--- src/rtl/puf_pkg.sv ---
// Shared definitions for the PUF response collector: FSM state encoding and
// default run parameters.
package puf_pkg;

  localparam int unsigned DefRespBits    = 16;
  localparam int unsigned DefMeasCycles  = 256;
  localparam int unsigned DefSettleCycles = 4;
  localparam int unsigned DefVotes       = 3;

  typedef enum logic [2:0] {
    StIdle,
    StArm,
    StMeasure,
    StSample,
    StDone
  } puf_state_e;

  function automatic int unsigned max3(input int unsigned a, input int unsigned b,
                                       input int unsigned c);
    int unsigned m;
    m = (a > b) ? a : b;
    return (m > c) ? m : c;
  endfunction

endpackage

--- src/rtl/puf_bit_sync.sv ---
// Two-flop synchronizer bringing the asynchronous PUF output into the clk domain.
module puf_bit_sync (
  input  logic clk_i,
  input  logic rst_ni,
  input  logic d_i,
  output logic q_o
);

  logic [1:0] sync_q;

  always_ff @(posedge clk_i or negedge rst_ni) begin
    if (!rst_ni) begin
      sync_q <= 2'b00;
    end else begin
      sync_q <= {sync_q[0], d_i};
    end
  end

  assign q_o = sync_q[1];

endmodule

--- src/rtl/puf_resp_collector.sv ---
// Drives a ring-oscillator PUF through settle/measure/sample phases per challenge
// pair and majority-votes several measurements into each response bit.
module puf_resp_collector
  import puf_pkg::*;
#(
  parameter int unsigned RESP_BITS     = DefRespBits,
  parameter int unsigned MEAS_CYCLES   = DefMeasCycles,
  parameter int unsigned SETTLE_CYCLES = DefSettleCycles,
  parameter int unsigned VOTES         = DefVotes
) (
  input  logic                   clk_i,
  input  logic                   rst_ni,
  input  logic                   start_i,
  input  logic [2*RESP_BITS-1:0] challenge_i,
  output logic                   puf_enable_o,
  output logic [1:0]             puf_challenge_o,
  input  logic                   puf_bit_i,
  output logic                   busy_o,
  output logic                   resp_valid_o,
  input  logic                   resp_ready_i,
  output logic [RESP_BITS-1:0]   response_o
);

  localparam int unsigned IdxW    = (RESP_BITS > 1) ? $clog2(RESP_BITS) : 1;
  localparam int unsigned VoteW   = $clog2(VOTES + 1);
  localparam int unsigned MaxLoad = max3(SETTLE_CYCLES - 1, MEAS_CYCLES - 1, 1);
  localparam int unsigned CntW    = (MaxLoad > 1) ? $clog2(MaxLoad + 1) : 1;

  localparam logic [CntW-1:0]  ArmLoad    = CntW'(SETTLE_CYCLES - 1);
  localparam logic [CntW-1:0]  MeasLoad   = CntW'(MEAS_CYCLES - 1);
  localparam logic [CntW-1:0]  SampleLoad = CntW'(1);
  localparam logic [VoteW-1:0] VotesVal   = VoteW'(VOTES);
  localparam logic [VoteW-1:0] HalfVotes  = VoteW'(VOTES / 2);
  localparam logic [IdxW-1:0]  LastIdx    = IdxW'(RESP_BITS - 1);

  puf_state_e state_q, state_d;

  logic [2*RESP_BITS-1:0] chal_q, chal_d;
  logic [RESP_BITS-1:0]   resp_q, resp_d;
  logic [IdxW-1:0]        idx_q, idx_d;
  logic [VoteW-1:0]       votes_q, votes_d;
  logic [VoteW-1:0]       ones_q, ones_d;
  logic [CntW-1:0]        cnt_q, cnt_d;

  logic             puf_bit_s;
  logic [VoteW-1:0] votes_inc;
  logic [VoteW-1:0] ones_inc;
  logic             active;

  puf_bit_sync u_bit_sync (
    .clk_i  (clk_i),
    .rst_ni (rst_ni),
    .d_i    (puf_bit_i),
    .q_o    (puf_bit_s)
  );

  // Vote/ones counts never exceed VOTES, so these sums cannot wrap.
  assign votes_inc = votes_q + VoteW'(1);
  assign ones_inc  = ones_q + VoteW'(puf_bit_s);

  always_comb begin
    state_d = state_q;
    chal_d  = chal_q;
    resp_d  = resp_q;
    idx_d   = idx_q;
    votes_d = votes_q;
    ones_d  = ones_q;
    cnt_d   = cnt_q;

    unique case (state_q)
      StIdle: begin
        if (start_i) begin
          state_d = StArm;
          chal_d  = challenge_i;
          resp_d  = '0;
          idx_d   = '0;
          votes_d = '0;
          ones_d  = '0;
          cnt_d   = ArmLoad;
        end
      end

      StArm: begin
        if (cnt_q == '0) begin
          state_d = StMeasure;
          cnt_d   = MeasLoad;
        end else begin
          cnt_d = cnt_q - CntW'(1);
        end
      end

      StMeasure: begin
        if (cnt_q == '0) begin
          state_d = StSample;
          cnt_d   = SampleLoad;
        end else begin
          cnt_d = cnt_q - CntW'(1);
        end
      end

      StSample: begin
        if (cnt_q == '0) begin
          cnt_d = ArmLoad;
          if (votes_inc == VotesVal) begin
            resp_d[idx_q] = (ones_inc > HalfVotes);
            votes_d       = '0;
            ones_d        = '0;
            idx_d         = idx_q + IdxW'(1);
            state_d       = (idx_q == LastIdx) ? StDone : StArm;
          end else begin
            votes_d = votes_inc;
            ones_d  = ones_inc;
            state_d = StArm;
          end
        end else begin
          cnt_d = cnt_q - CntW'(1);
        end
      end

      StDone: begin
        if (resp_ready_i) begin
          state_d = StIdle;
        end
      end

      default: state_d = StIdle;
    endcase
  end

  always_ff @(posedge clk_i or negedge rst_ni) begin
    if (!rst_ni) begin
      state_q <= StIdle;
      chal_q  <= '0;
      resp_q  <= '0;
      idx_q   <= '0;
      votes_q <= '0;
      ones_q  <= '0;
      cnt_q   <= '0;
    end else begin
      state_q <= state_d;
      chal_q  <= chal_d;
      resp_q  <= resp_d;
      idx_q   <= idx_d;
      votes_q <= votes_d;
      ones_q  <= ones_d;
      cnt_q   <= cnt_d;
    end
  end

  // Outputs decode straight from registered state so reset clears them without a clock.
  assign active          = (state_q == StArm) || (state_q == StMeasure) ||
                           (state_q == StSample);
  assign puf_enable_o    = (state_q == StMeasure) || (state_q == StSample);
  assign puf_challenge_o = active ? chal_q[{idx_q, 1'b0} +: 2] : 2'b00;
  assign busy_o          = (state_q != StIdle);
  assign resp_valid_o    = (state_q == StDone);
  assign response_o      = resp_q;

endmodule

--- config.mk ---
export PLATFORM = sky130hd
export DESIGN_NAME = puf_resp_collector
export DESIGN_NICKNAME = d
export VERILOG_FILES = /design/src/rtl/puf_pkg.sv /design/src/rtl/puf_bit_sync.sv /design/src/rtl/puf_resp_collector.sv
export SDC_FILE = /design/constraint.sdc
export NUM_CORES = 1
export LEC_CHECK = 0
export CAP_MARGIN = 10
export CORE_ASPECT_RATIO = 0.6
export CORE_UTILIZATION = 48
export DETAILED_ROUTE_END_ITERATION = 12
export PLACE_DENSITY = 0.83
export SYNTH_ARGS = -nofsm -noshare
export SYNTH_HDL_FRONTEND = slang
export SYNTH_SLANG_ARGS = --single-unit
--- constraint.sdc ---
create_clock -name clk_i -period 2.1 [get_ports clk_i]
set_input_delay 0.21 -clock clk_i [delete_from_list [all_inputs] [get_ports clk_i]]
set_output_delay 0.21 -clock clk_i [all_outputs]
set_load 0.05 [all_outputs]
==> Word level (Yosys, flattened, before mapping) <==
Index checks and enable logic that the tools add are counted.
{ "word_totals": {"ff_bits": 69, "in_bits": 37, "elab_cells": 74} }
{ "classes": {"n_addsub": 4, "magnitude_cmp": 3, "n_eq_ne": 12, "shifts": 1, "muxes": 32, "reduce_logical": 14} }
{ "ops": {"columns": ["op", "count"], "rows": [
  ["$mux W16", 3],
  ["$mux W8", 4],
  ["$pmux W16 S2", 1],
  ["$pmux W8 S4", 1],
  ["$shiftx A32 B6 Y2", 1],
  ["$mux W3", 7],
  ["$bwmux W16", 1],
  ["$pmux W3 S5", 1],
  ["$mux W2", 6],
  ["$mux W4", 3],
  ["$ne A2 B2 Y1 const B", 5],
  ["$logic_not A8 Y1", 1],
  ["$pmux W2 S2", 2],
  ["$pmux W4 S2", 1],
  ["$sub A8 B1 Y8 const B", 1],
  ["$eq A3 B2 Y1 const B", 2],
  ["$lt A4 B5 Y1 const B", 1],
  ["$reduce_and A5 Y1", 1],
  ["$add A4 B1 Y4 const B", 1],
  ["$demux W1 S4", 1],
  ["$eq A4 B4 Y1 const B", 1],
  ["$ge A4 B1 Y1 const B", 1],
  ["$reduce_and A2 Y1", 2],
  ["$reduce_and A4 Y1", 1],
  ["other kinds (15)", 17]
]} }

==> Depth between registers and ports, before layout <==
Gate-level depths: netlist of the first run.
{ "logic_depth": {"depth_word": 8, "mapped_depth": 7, "depth_no_buf": 6} }

==> Modules after synthesis <==
From an unflattened synthesis of the first run, not the netlist that was laid out.
{ "hier_totals": {"cells_unflattened": 395, "area_unflattened_um2": 3572.2} }
{ "modules_own_cells": {"columns": ["mod", "n_inst", "cells_per_inst", "area_each_um2", "seq_area_each_um2"], "rows": [
  ["puf_resp_collector", 1, 393, 3522.1, 1676.6],
  ["puf_bit_sync", 1, 2, 50.0, 50.0]
]} }

==> Worst setup path before layout of the first run <==
No wires, ideal clock.
{ "synth_timing": {"path_kind": "register -> output", "startpoint": "register idx_q[0]", "endpoint": "output puf_challenge_o[1]", "arrival_time_ns": 1.981, "required_ns": 1.890, "slack_ns": -0.091, "path_stages_with_launch": 7, "n_path_buf": 2, "cell_sequence": "dfrtp_1 > buf_2 > buf_2 > mux2i_1 > a22oi_1 > nand3_1 > a21oi_1"} }
{ "synth_between": {"elab_chain_cells": 2} }
{ "synth_lines": {"columns": ["item", "line_no", "rtl"], "rows": [
  ["start: declaration", "puf_resp_collector.sv:40", "logic [IdxW-1:0] idx_q, idx_d;"],
  ["start signal: assignment", "puf_resp_collector.sv:143", "idx_q <= idx_d;"],
  ["$shiftx A32 B6 Y2", "puf_resp_collector.sv:154", "assign puf_challenge_o = active ? chal_q[{idx_q, 1'b0} +: 2] : 2'b00;"],
  ["$mux W2", "puf_resp_collector.sv:154", null],
  ["end: declaration", "puf_resp_collector.sv:16", "output logic [1:0] puf_challenge_o,"]
]} }
Every way passes these cells.

==> Worst setup path in the final report of the first run <==
{ "layout_timing": {"startpoint": "register idx_q[1]", "endpoint": "output puf_challenge_o[0]"} }
Same word-level chain as after synthesis.

==> impl_metrics.py, run 1 <==
metrics = {
    "sta": {
        "fin_crit_sh_pct": 95.28,
        "rsz0062_at_grt": "no",
        "worst_hold_slack_ns": 0.3167,
        "slew_headroom_pct": 62.38,
        "finalSetupViolations": 0,
        "fin_crit_ns": 2.001,
        "timing.fmax_mhz": 499.8,
        "tns_ns": 0,
        "worstMarginPinSlew_ns": 0.5617,
        "skew_ns": 0.006331,
        "hold_viol_final": 0,
        "drv_slew": 0,
    },
    "grt": {
        "grt_pass1_wl_mm": 14.90,
        "grt.total_usage_pct": 25.49,
        "antenna_found_initial": 0,
        "grt_overflow": 0,
        "grt_max_degree": 70,
        "grt_pass1_vias": 3177,
    },
    "yosys": {
        "synth_edf_count": 0,
        "synthesis.area_um2": 3570,
        "yosysSeqAreaShare_pct": 48.37,
        "yosysWarningCount": 0,
        "yosys.area.top_type_share_pct": 48.37,
        "avgSynthCellArea_um2": 8.947,
        "syn_nets": 443,
        "synthArstFlopShare_pct": 100.0,
        "synth.distinct_cells": 45,
        "synth_area_leaders": "dfrtp_1, nand2_1, mux2i_1",
        "synthCells": 399,
        "ys_top_cells_by_count": "nand2_1, dfrtp_1, mux2i_1",
        "synth.most_common_cell": "nand2_1",
        "yosys.area.top_type": "dfrtp_1",
        "synth_seq_cells": 69,
        "synth_flop_cell": "dfrtp_1",
    },
    "route": {
        "drtIter0Drc": 261,
        "postRouteAntennaNets": 0,
        "wire_per_inst_um": 15.24,
        "wl_mm": 8.642,
        "viasPerCell": 5.462,
        "route.detailed.drc": 0,
        "first_pass_iters": 5,
        "route.vias.total": 3097,
    },
    "power_and_ir_drop": {
        "p_per_area_nw_per_um2": 1298,
        "ir_worst_vdd_uv": 519.1,
        "swShare_pct": 38.57,
        "p_switching_uw": 2326,
        "p_comb_share_pct": 38.4,
        "p_int_uw": 3704,
        "leakage_uw": 0.002047,
        "clock_power_share_pct": 25.3,
        "seqPwrFrac_pct": 36.3,
    },
    "cts": {
        "path_clk_slew_ns": 0.06,
        "cts_buffers": 9,
        "cts-root-buf": "clkbuf_16",
        "cts_tree": "done",
        "clk_path_buf_depth": 2,
        "post_cts_buffers": 0,
        "cts_max_level": 3,
        "cts.sinks": 69,
        "insertion_delay_ns": 0.34,
    },
    "placed_design": {
        "io_buffers": 57,
        "placed_area_um2": 4324,
        "placed_cells": 550,
        "place.gp.congestion": 0.8678,
        "hpwl_mm": 5.923,
    },
    "layout": {
        "antennaDiodeCount": 0,
        "layout.nets": 506,
        "drive_gt1_share_pct": 10.06,
        "area_delta_synth_final_pct": 30.18,
        "finish.instance_area_um2": 4647,
        "final.fill_count": 551,
        "final-instance-count-excl-fill": 567,
    },
    "die": {
        "initial_core_util_pct": 51.47,
        "ios": 58,
        "rows": 23,
        "fp.dieH_um": 68.80,
        "coreArea_um2": 6935,
        "dieArea_um2": 7797,
        "die_width_um": 113.3,
    },
    "setup_path": {
        "slowest_delay_ns": 0.48,
        "crit_family": "flip-flops",
        "critPathMaxFanout": 9,
        "cp.buffers_inverters": 1,
        "cp_cell_sequence": "and2_1 > a22oi_1 > nand3_1 > a21oi_2 > buf_4",
        "cp-start-kind": "flip-flop",
        "critPathKind": "flip-flop to primary output",
        "required_ns": 1.89,
        "cp_slowest_cell": "dfrtp_1",
        "crit_path_end_kind": "primary output",
        "worstPathArrival_ns": 1.79,
    },
    "outcome": {
        "outcome": "finished clean",
    },
    "hold_path": {
        "hold_class": "input port to flip-flop",
    },
    "job": {
        "cap_violations": 0,
    },
}
==> registers in the layout, summed over array words and instances (netlist names) <==
signal / cells
votes_q: 2
cnt_q: 8
u_bit_sync.sync_q: 2
ones_q: 2
idx_q: 4
chal_q: 32
state_q: 3
response_o: 16
==> area by class of cell <==
type,instances,area (um^2),share of cell area [%]
Clock buffer,10,239.0,5.143
Clock inverter,6,62.56,1.346
Inverter,12,45.04,0.9693
Multi-Input combinational cell,295,1717,36.94
Sequential cell,69,1727,37.16
Tap cell,100,125.1,2.693
Timing Repair Buffer,75,732.0,15.75
==> per-stage QoR <==
stage | setup WS (ns) | util [%] | total power [uW]
finish | 0.09917 | 67.00 | 6029
global route | 0.01171 | 67.00 | 6408
CTS | 0.01973 | 66.84 | 6030
detailed placement | 0.05518 | 62.35 | 4470
global placement | 0.1383 | 62.35 | 4383
floorplan | 0.1417 | - | 3700
==> kinds of logic (layout without fill, tap and decap cells) <==
| kind of cell | after synthesis | after routing | synth area share (%) |
|---|---|---|---|
| multiplexers | 32 | 32 | 9.359 |
| AO/OA/AOI/OAI | 45 | 45 | 8.272 |
| adder cells (fa/ha/maj) | 7 | 7 | 2.453 |
| buffers and inverters | 35 | 103 | 4.101 |
| XOR/XNOR | 3 | 3 | 0.7362 |
| AND/OR/NAND/NOR | 208 | 208 | 26.71 |
| flip-flops | 69 | 69 | 48.37 |
==> layout by cell type (no fill, tap or decap), types with 2 or more instances in the layout <==
| cell type | instances |
|---|---|
| nand2_1 | 134 |
| or4_1 | 2 |
| buf_4 | 18 |
| nor3_1 | 4 |
| inv_1 | 11 |
| nor2b_1 | 6 |
| or3_1 | 3 |
| nor2_1 | 12 |
| o21ai_0 | 7 |
| o22ai_1 | 3 |
| clkinvlp_4 | 3 |
| a21oi_1 | 9 |
| o31ai_1 | 4 |
| xor2_1 | 2 |
| a21oi_2 | 2 |
| clkdlybuf4s50_1 | 51 |
| a22oi_1 | 7 |
| and2_1 | 2 |
| clkinv_2 | 2 |
| dfrtp_1 | 69 |
| nand3b_1 | 2 |
| ha_1 | 7 |
| nand3_1 | 15 |
| clkbuf_16 | 9 |
| nand4_1 | 2 |
| o311ai_0 | 2 |
| mux2i_1 | 30 |
| nor3b_1 | 2 |
| buf_12 | 3 |
| nor4b_1 | 3 |
| o211ai_1 | 4 |
| nor4_1 | 15 |
==> power groups by stage <==
| stage | clock network (uW) | registers, uW | logic, uW |
|---|---|---|---|
| floorplan | 0 | 2220 | 1480 |
| global placement | 0 | 2180 | 2210 |
| detailed placement | 0 | 2200 | 2270 |
| CTS | 1550 | 2190 | 2290 |
| global route | 1600 | 2260 | 2550 |
| finish | 1530 | 2190 | 2310 |
==> routing by layer <==
metal	wire (um)	global-route usage, %	vias to the layer above
met1	4290	34.53	1492
met4	98	9.046	0
li1	-	-	1492
met3	525	6.906	10
met5	0	0	-
met2	3726	40.03	103
==> path summary, 6_finish.rpt <==
check	from	to	slack, ns	cells past startpoint
setup / recovery	idx_q[1]	puf_challenge_o[0]	0.1	5
min in group asynchronous	rst_ni	chal_q[18]	0.44	3
hold / removal	puf_bit_i	u_bit_sync.sync_q[0]	0.32	1
hold reg to reg	u_bit_sync.sync_q[0]	u_bit_sync.sync_q[1]	0.34	0
setup reg to reg	cnt_q[0]	cnt_q[6]	0.15	7
max in group asynchronous	rst_ni	response_o[7]	1.36	3
==> repair_timing <==
action / CTS / global route
hold buffers: 1 / 0
hold endpoints to repair: 69 / 0
setup endpoints to repair: 0 / 14
gates resized for setup: 0 / 2
(Power assumes the default switching activity.)
==> run 2: changes to the inputs <==
Settings changed: ABC_CLOCK_PERIOD_IN_PS set to 2100, CAP_MARGIN 10 to unset.
==> results of run 2 <==
The final DEF is identical to that of run 1; final timing and power are the same.
